$ cat config.mk
export PLATFORM = sky130hd
export DESIGN_NAME = serial_add_sub
export DESIGN_NICKNAME = d
export VERILOG_FILES = /design/src/rtl/serial_add_sub.sv
export SDC_FILE = /design/constraint.sdc
export NUM_CORES = 1
export LEC_CHECK = 0
export BUFFER_PORTS_ARGS = -buffer_cell sky130_fd_sc_hd__buf_2
export CAP_MARGIN = 10
export CELL_PAD_IN_SITES_DETAIL_PLACEMENT = 1
export CELL_PAD_IN_SITES_GLOBAL_PLACEMENT = 1
export CORE_AREA = 2 2 56 53
export DETAILED_ROUTE_END_ITERATION = 10
export DIE_AREA = 0 0 58 55
export HOLD_SLACK_MARGIN = 0.06
export PLACE_DENSITY = 0.83
export SYNTH_ARGS = -nofsm -noshare
export SYNTH_HDL_FRONTEND = slang
export SYNTH_SLANG_ARGS = --single-unit
$ cat constraint.sdc
create_clock -name clk -period 2.1 [get_ports clk]
set_input_delay 0.21 -clock clk [delete_from_list [all_inputs] [get_ports clk]]
set_output_delay 0.21 -clock clk [all_outputs]
set_load 0.01 [all_outputs]
$ cat src/rtl/serial_add_sub.sv
// rtl/serial_add_sub.sv - digit-serial adder/subtractor, DIGIT bits per clock, LSB-first
// Operands are latched on start, then consumed DIGIT bits per cycle through a ripple chain.
module serial_add_sub #(
    parameter int WIDTH = 4,
    parameter int DIGIT = 1
) (
    input  logic             clk,
    input  logic             rst,
    input  logic             start,
    input  logic [WIDTH-1:0] a,
    input  logic [WIDTH-1:0] b,
    input  logic             s,
    output logic             busy,
    output logic             done,
    output logic [WIDTH:0]   result,
    output logic             ovf
);
    localparam int N  = WIDTH / DIGIT;
    localparam int CW = $clog2(N + 1);

    typedef enum logic [1:0] {IDLE, RUN, DONE} state_t;

    state_t           state_q, state_d;
    logic [WIDTH-1:0] a_q, a_d;
    logic [WIDTH-1:0] b_q, b_d;
    logic             s_q, s_d;
    logic             carry_q, carry_d;
    logic [CW-1:0]    cnt_q, cnt_d;
    logic [WIDTH-1:0] acc_q, acc_d;
    logic [WIDTH:0]   result_q, result_d;
    logic             ovf_q, ovf_d;

    logic [DIGIT-1:0]       dig_a, dig_b, dig_sum;
    logic [DIGIT:0]         chain;
    logic [WIDTH+DIGIT-1:0] acc_ext;

    // One digit of ripple addition; subtract inverts b and seeds the carry with 1.
    always_comb begin
        dig_a    = a_q[DIGIT-1:0];
        dig_b    = b_q[DIGIT-1:0] ^ {DIGIT{s_q}};
        dig_sum  = '0;
        chain    = '0;
        chain[0] = carry_q;
        for (int i = 0; i < DIGIT; i++) begin
            dig_sum[i]   = dig_a[i] ^ dig_b[i] ^ chain[i];
            chain[i + 1] = (dig_a[i] & dig_b[i]) | (chain[i] & (dig_a[i] ^ dig_b[i]));
        end
        acc_ext = {dig_sum, acc_q};
    end

    always_comb begin
        state_d  = state_q;
        a_d      = a_q;
        b_d      = b_q;
        s_d      = s_q;
        carry_d  = carry_q;
        cnt_d    = cnt_q;
        acc_d    = acc_q;
        result_d = result_q;
        ovf_d    = ovf_q;
        case (state_q)
            IDLE, DONE: begin
                if (start) begin
                    a_d     = a;
                    b_d     = b;
                    s_d     = s;
                    carry_d = s;
                    cnt_d   = '0;
                    state_d = RUN;
                end else begin
                    state_d = IDLE;
                end
            end
            RUN: begin
                a_d     = a_q >> DIGIT;
                b_d     = b_q >> DIGIT;
                carry_d = chain[DIGIT];
                acc_d   = acc_ext[WIDTH+DIGIT-1:DIGIT];
                cnt_d   = cnt_q + CW'(1);
                // Visible outputs only change on the final digit, so RUN cycles never glitch them.
                if (cnt_q == CW'(N - 1)) begin
                    state_d  = DONE;
                    result_d = {chain[DIGIT], acc_ext[WIDTH+DIGIT-1:DIGIT]};
                    ovf_d    = chain[DIGIT] ^ chain[DIGIT-1];
                end
            end
            default: state_d = IDLE;
        endcase
    end

    always_ff @(posedge clk or posedge rst) begin
        if (rst) begin
            state_q  <= IDLE;
            a_q      <= '0;
            b_q      <= '0;
            s_q      <= 1'b0;
            carry_q  <= 1'b0;
            cnt_q    <= '0;
            acc_q    <= '0;
            result_q <= '0;
            ovf_q    <= 1'b0;
        end else begin
            state_q  <= state_d;
            a_q      <= a_d;
            b_q      <= b_d;
            s_q      <= s_d;
            carry_q  <= carry_d;
            cnt_q    <= cnt_d;
            acc_q    <= acc_d;
            result_q <= result_d;
            ovf_q    <= ovf_d;
        end
    end

    assign busy   = (state_q == RUN);
    assign done   = (state_q == DONE);
    assign result = result_q;
    assign ovf    = ovf_q;
endmodule
=== Word-level counts from Yosys, hierarchy flattened ===
Index checks and enable logic that the tools add are counted.

* Register bits: 25
* Bits of input ports: 12
* Output and inout port bits: 8
* Logic and storage cells: 39

* $add $sub $neg: 1
* Equality and inequality tests: 5
* Multiplexer cells: 11
* Bitwise logic cells: 7
* Reduce and logical (&&, ||, !) cells: 6

{| class="wikitable"
|+ Operators by type and width
! kind !! count
|-
| $pmux W4 S2 || 2
|-
| $mux W4 || 2
|-
| $pmux W3 S2 || 1
|-
| $reduce_and A2 Y1 || 3
|-
| $pmux W2 S2 || 1
|-
| $xor A1 B1 Y1 || 4
|-
| $add A3 B1 Y3 const B || 1
|-
| $eq A3 B2 Y1 const B || 1
|-
| $mux W3 || 1
|-
| $and A1 B1 Y1 || 2
|-
| $eq A2 B1 Y1 const B || 1
|-
| $eq A2 B2 Y1 const B || 1
|-
| $logic_not A2 Y1 || 1
|-
| $mux W1 || 2
|-
| $mux W2 || 1
|-
| $ne A2 B1 Y1 const B || 1
|-
| $ne A2 B2 Y1 const B || 1
|-
| $pmux W1 S2 || 1
|-
| $reduce_bool A2 Y1 || 1
|-
| $reduce_or A2 Y1 || 1
|-
| $or A1 B1 Y1 || 1
|}

=== Depth between registers and ports, before layout ===
* Depth after elaboration: 5
* Mapped depth: 5
* Gate-level depth less buffers: 5

=== Worst setup path before layout ===
Ideal clock, no wire load.

* Path type: register -> register
* Start: reg cnt_q[0]
* End: reg result_q[0] (netlist: result[0])
* Setup time: 125 ps
* Data arrival time: 1266 ps
* Required time: 1975 ps
* Setup slack: 709 ps
* Stages on the path, launching flop included: 5
* Buffers on the path: 0
* Clock period less this slack: 1391 ps
* Cell sequence: dfrtp_1 -> ha_1 -> ha_1 -> nand3b_2 -> mux2_2

* Longest elaborated chain between the ends: 2

{| class="wikitable"
|+ Ends and longest elaborated chain
! element !! RTL line !! text
|-
| start: declaration || 28 || <nowiki>logic [CW-1:0] cnt_q, cnt_d;</nowiki>
|-
| start signal: assignment || 108 || <nowiki>cnt_q <= cnt_d;</nowiki>
|-
| $eq A3 B2 Y1 || 81 || <nowiki>if (cnt_q == CW'(N - 1)) begin</nowiki>
|-
| $reduce_and A2 Y1 (no line) || n/a ||
|-
| end signal: assignment || 110 || <nowiki>result_q <= result_d;</nowiki>
|-
| end: declaration || 30 || <nowiki>logic [WIDTH:0] result_q, result_d;</nowiki>
|}

No other way between the ends.
A chain may end at the register's enable or synchronous reset.

=== Final worst setup path ===
* Start: reg state_q[0]
* End: out busy

* Longest elaborated chain between the ends: 1

{| class="wikitable"
|+ Ends and longest elaborated chain
! element !! RTL line !! text
|-
| start: declaration || 23 || <nowiki>state_t state_q, state_d;</nowiki>
|-
| start signal: assignment || 103 || <nowiki>state_q <= state_d;</nowiki>
|-
| $eq A2 B1 Y1 || 115 || <nowiki>assign busy = (state_q == RUN);</nowiki>
|-
| end: declaration || 13 || <nowiki>output logic busy,</nowiki>
|}

No other way between the ends.

==> flow_summary_export.csv <==
group,metric,value,unit
yosys,avgSynthCellArea,11.7,µm²
route,num_vias,750,
layout,diodes,0,
layout,drive_above_1_share,29.6,%
hold_path,min_from,"s",
yosys,syn_nets,112,
route,drt_pass1_iterations,2,
worst_setup_path,start_kind,"flip-flop",
layout,final_nets,132,
timing,worstMarginPinSlew,553,ps
route,via_per_inst,5.17,
yosys,synthesis.area,1130,µm²
die,core_area,2610,µm²
route,ant_nets,0,
timing,tns,0,ps
timing,worst_slack,367,ps
yosys,synth.area.top_cells,"dfrtp_1, mux2_2, mux2_4, o21ai_0, inv_1",
worst_setup_path,worstSetupPathType,"reg2out",
placed_design,placed_area,1220,µm²
grt,antenna_found_initial,0,
placed_design,gp_congestion,0.658,
clocking,insertion_delay,310,ps
route,drt-total-wl,2.02,mm
die,dieArea,3190,µm²
clocking,clock_sinks,24,
clocking,cts_tree,"done",
timing,fin_skew,14.5,ps
die,fp.dieH,55,µm
die,boundaryPins,20,
worst_setup_path,path_max_fanout,17,
worst_setup_path,cp.arrival,1520,ps
grt,grt_max_degree,25,
clocking,cts_root_buf,"clkbuf_4",
yosys,ys_ff_latch,24,
yosys,syn_inst,97,
route,post_drt_wl_per_cell,13.9,µm
placed_design,portBuffers,19,
die,num_rows,18,
power,peakVddDrop,0.917,mV
layout,stdcell_area,1250,µm²
run,maxCapViolCount,0,
power,p_leak,0.000629,µW
clocking,cts_buffers,3,
grt,grtUsageTotal,14.9,%
worst_setup_path,reg2reg_slack,580,ps
layout,syn_to_final_growth,10.5,%
grt,grt_pass1_vias,757,
placed_design,post-place-ws,607,ps
grt,gr-total-overflow,0,
worst_setup_path,worstRegToRegCells,4,
worst_setup_path,r2r_start,"cnt_q[0]",
worst_setup_path,worstPathRequired,1890,ps
hold_path,holdCritPathClass,"in2reg",
route,drc,0,
yosys,yosys.area.top_type,"dfrtp_1",
timing,rsz0062_at_grt,"no",
timing,maxSlewHeadroom,63.1,%
yosys,synth_cell_types,25,
worst_setup_path,end_kind,"primary output",
grt,grt_pass1_wl,3.47,mm
timing,period_minus_slack,1730,ps
power,power_density,1500,nW/µm²
hold_path,hold_end,"s_q",
timing,finalHoldViolCount,0,
timing,post-route-period-util,82.5,%
die,die_w,58,µm
timing,fmaxAchievable,577,MHz
status,outcome,"finished, final reports clean",
yosys,synth.top_cell.area_share,52.9,%
hold_path,worstHoldPathCells,2,
clocking,cts.clk_slew.worst_paths,120,ps
timing,finalSetupViolCount,0,
clocking,h-tree-depth,1,
yosys,yosysSeqAreaShare,52.9,%
clocking,cts_buffer_depth,2,
route,initialDrtViolationCount,6,
clocking,cts_resized,0,
yosys,ys_warn_count,0,
placed_design,dp_hpwl,1.51,mm
timing,slew_violations,0,
die,start_util,43.4,%
worst_setup_path,r2r-end,"result[2]",
logic make-up after synthesis:
| logic type | Yosys count | share of synthesized area, % |
|---|---|---|
| compound gates | 26 | 13.7 |
| flops | 24 | 52.9 |
| buf+inv | 16 | 8.05 |
| simple gates | 14 | 7.50 |
| mux | 11 | 11.6 |
| xor+xnor | 3 | 2.32 |
| fa+ha+maj | 3 | 3.97 |
flip-flops by register name (all words and copies together), names as in the netlist:
name,count
b_q,4
result,5
state_q,2
s_q,1
ovf,1
carry_q,1
cnt_q,3
a_q,4
acc_q,3
final cells by class:
cell class / instances / area [µm²]
flip-flops and latches: 24 / 601
fillers: 291 / 1360
well taps: 30 / 37.5
inverters: 10 / 37.5
repair buffers: 21 / 113
clock buffers: 3 / 22.5
multi-input cells: 57 / 443
what timing repair did:
item / CTS / global route
hold buffers: 1 / 0
setup buffers: 0 / 0
endpoints found under the hold margin: 24 / 0
layout by cell type, fill, tap and decap left out, drive strengths merged:
| cell type | count |
|---|---|
| dfrtp | 24 |
| buf | 20 |
| inv | 10 |
| o21ai | 8 |
| mux2 | 8 |
| a21oi | 7 |
| o22ai | 5 |
| nand2 | 5 |
| nor2b | 3 |
| a22o | 3 |
| mux2i | 3 |
| clkbuf | 3 |
| xnor2 | 2 |
| a211oi | 2 |
| nand3 | 2 |
| ha | 2 |
| nand2b | 2 |
| nor2 | 1 |
| a21o | 1 |
| nand3b | 1 |
| xor2 | 1 |
| fa | 1 |
| dlygate4sd3 | 1 |
layer usage:
metal | track usage (%) | part of all wire, % | vias to the layer above
met5 | 0 | 0 | -
met4 | 2.33 | 0 | 0
met3 | 4.42 | 5.4 | 0
met2 | 25.9 | 51 | 18
met1 | 18.9 | 44 | 363
li1 | - | - | 369
synthesized netlist by cell type (all sizes together):
cell type  instances
dfrtp             24
inv               10
mux2               8
o21ai              8
a21oi              7
buf                6
nand2              5
o22ai              5
a22o               3
mux2i              3
nor2b              3
a211oi             2
ha                 2
nand2b             2
nand3              2
xnor2              2
a21o               1
fa                 1
nand3b             1
nor2               1
xor2               1
how the worst max path moves through the flow:
stage	cells past startpoint	from	endpoint	slack (ps)
4_1_cts	3	state_q[0]	busy	360
2_1_floorplan	4	cnt_q[0]	result[0]	710
3_3_place_gp	4	cnt_q[0]	result[2]	660
5_1_grt	3	state_q[0]	busy	190
6_report	3	state_q[0]	busy	370
3_5_place_dp	4	cnt_q[0]	result[2]	610
through the flow:
stage / hold WS [ps] / utilization [%] / total power (µW) / std cells
6_report: 144 / 48.0 / 1870 / 145
5_1_grt: 135 / 48.0 / 2070 / 145
4_1_cts: 145 / 48.0 / 1910 / 145
3_5_place_dp: 271 / 46.7 / 1720 / 141
3_3_place_gp: 269 / 46.7 / 1660 / 141
2_1_floorplan: 225 / - / 1530 / 97
worst max-delay path: stages (launching register included):
cell      delay [ps]
dfrtp_1          710
nand2b_2         290
inv_1             90
buf_2            130
where the power goes:
part           switching, µW  internal [µW]  total [µW]
clock network            124           67.0         191
registers                187            681         868
logic                    384            432         816
total                    695           1180        1870
Power figures use the tool's default switching activity.
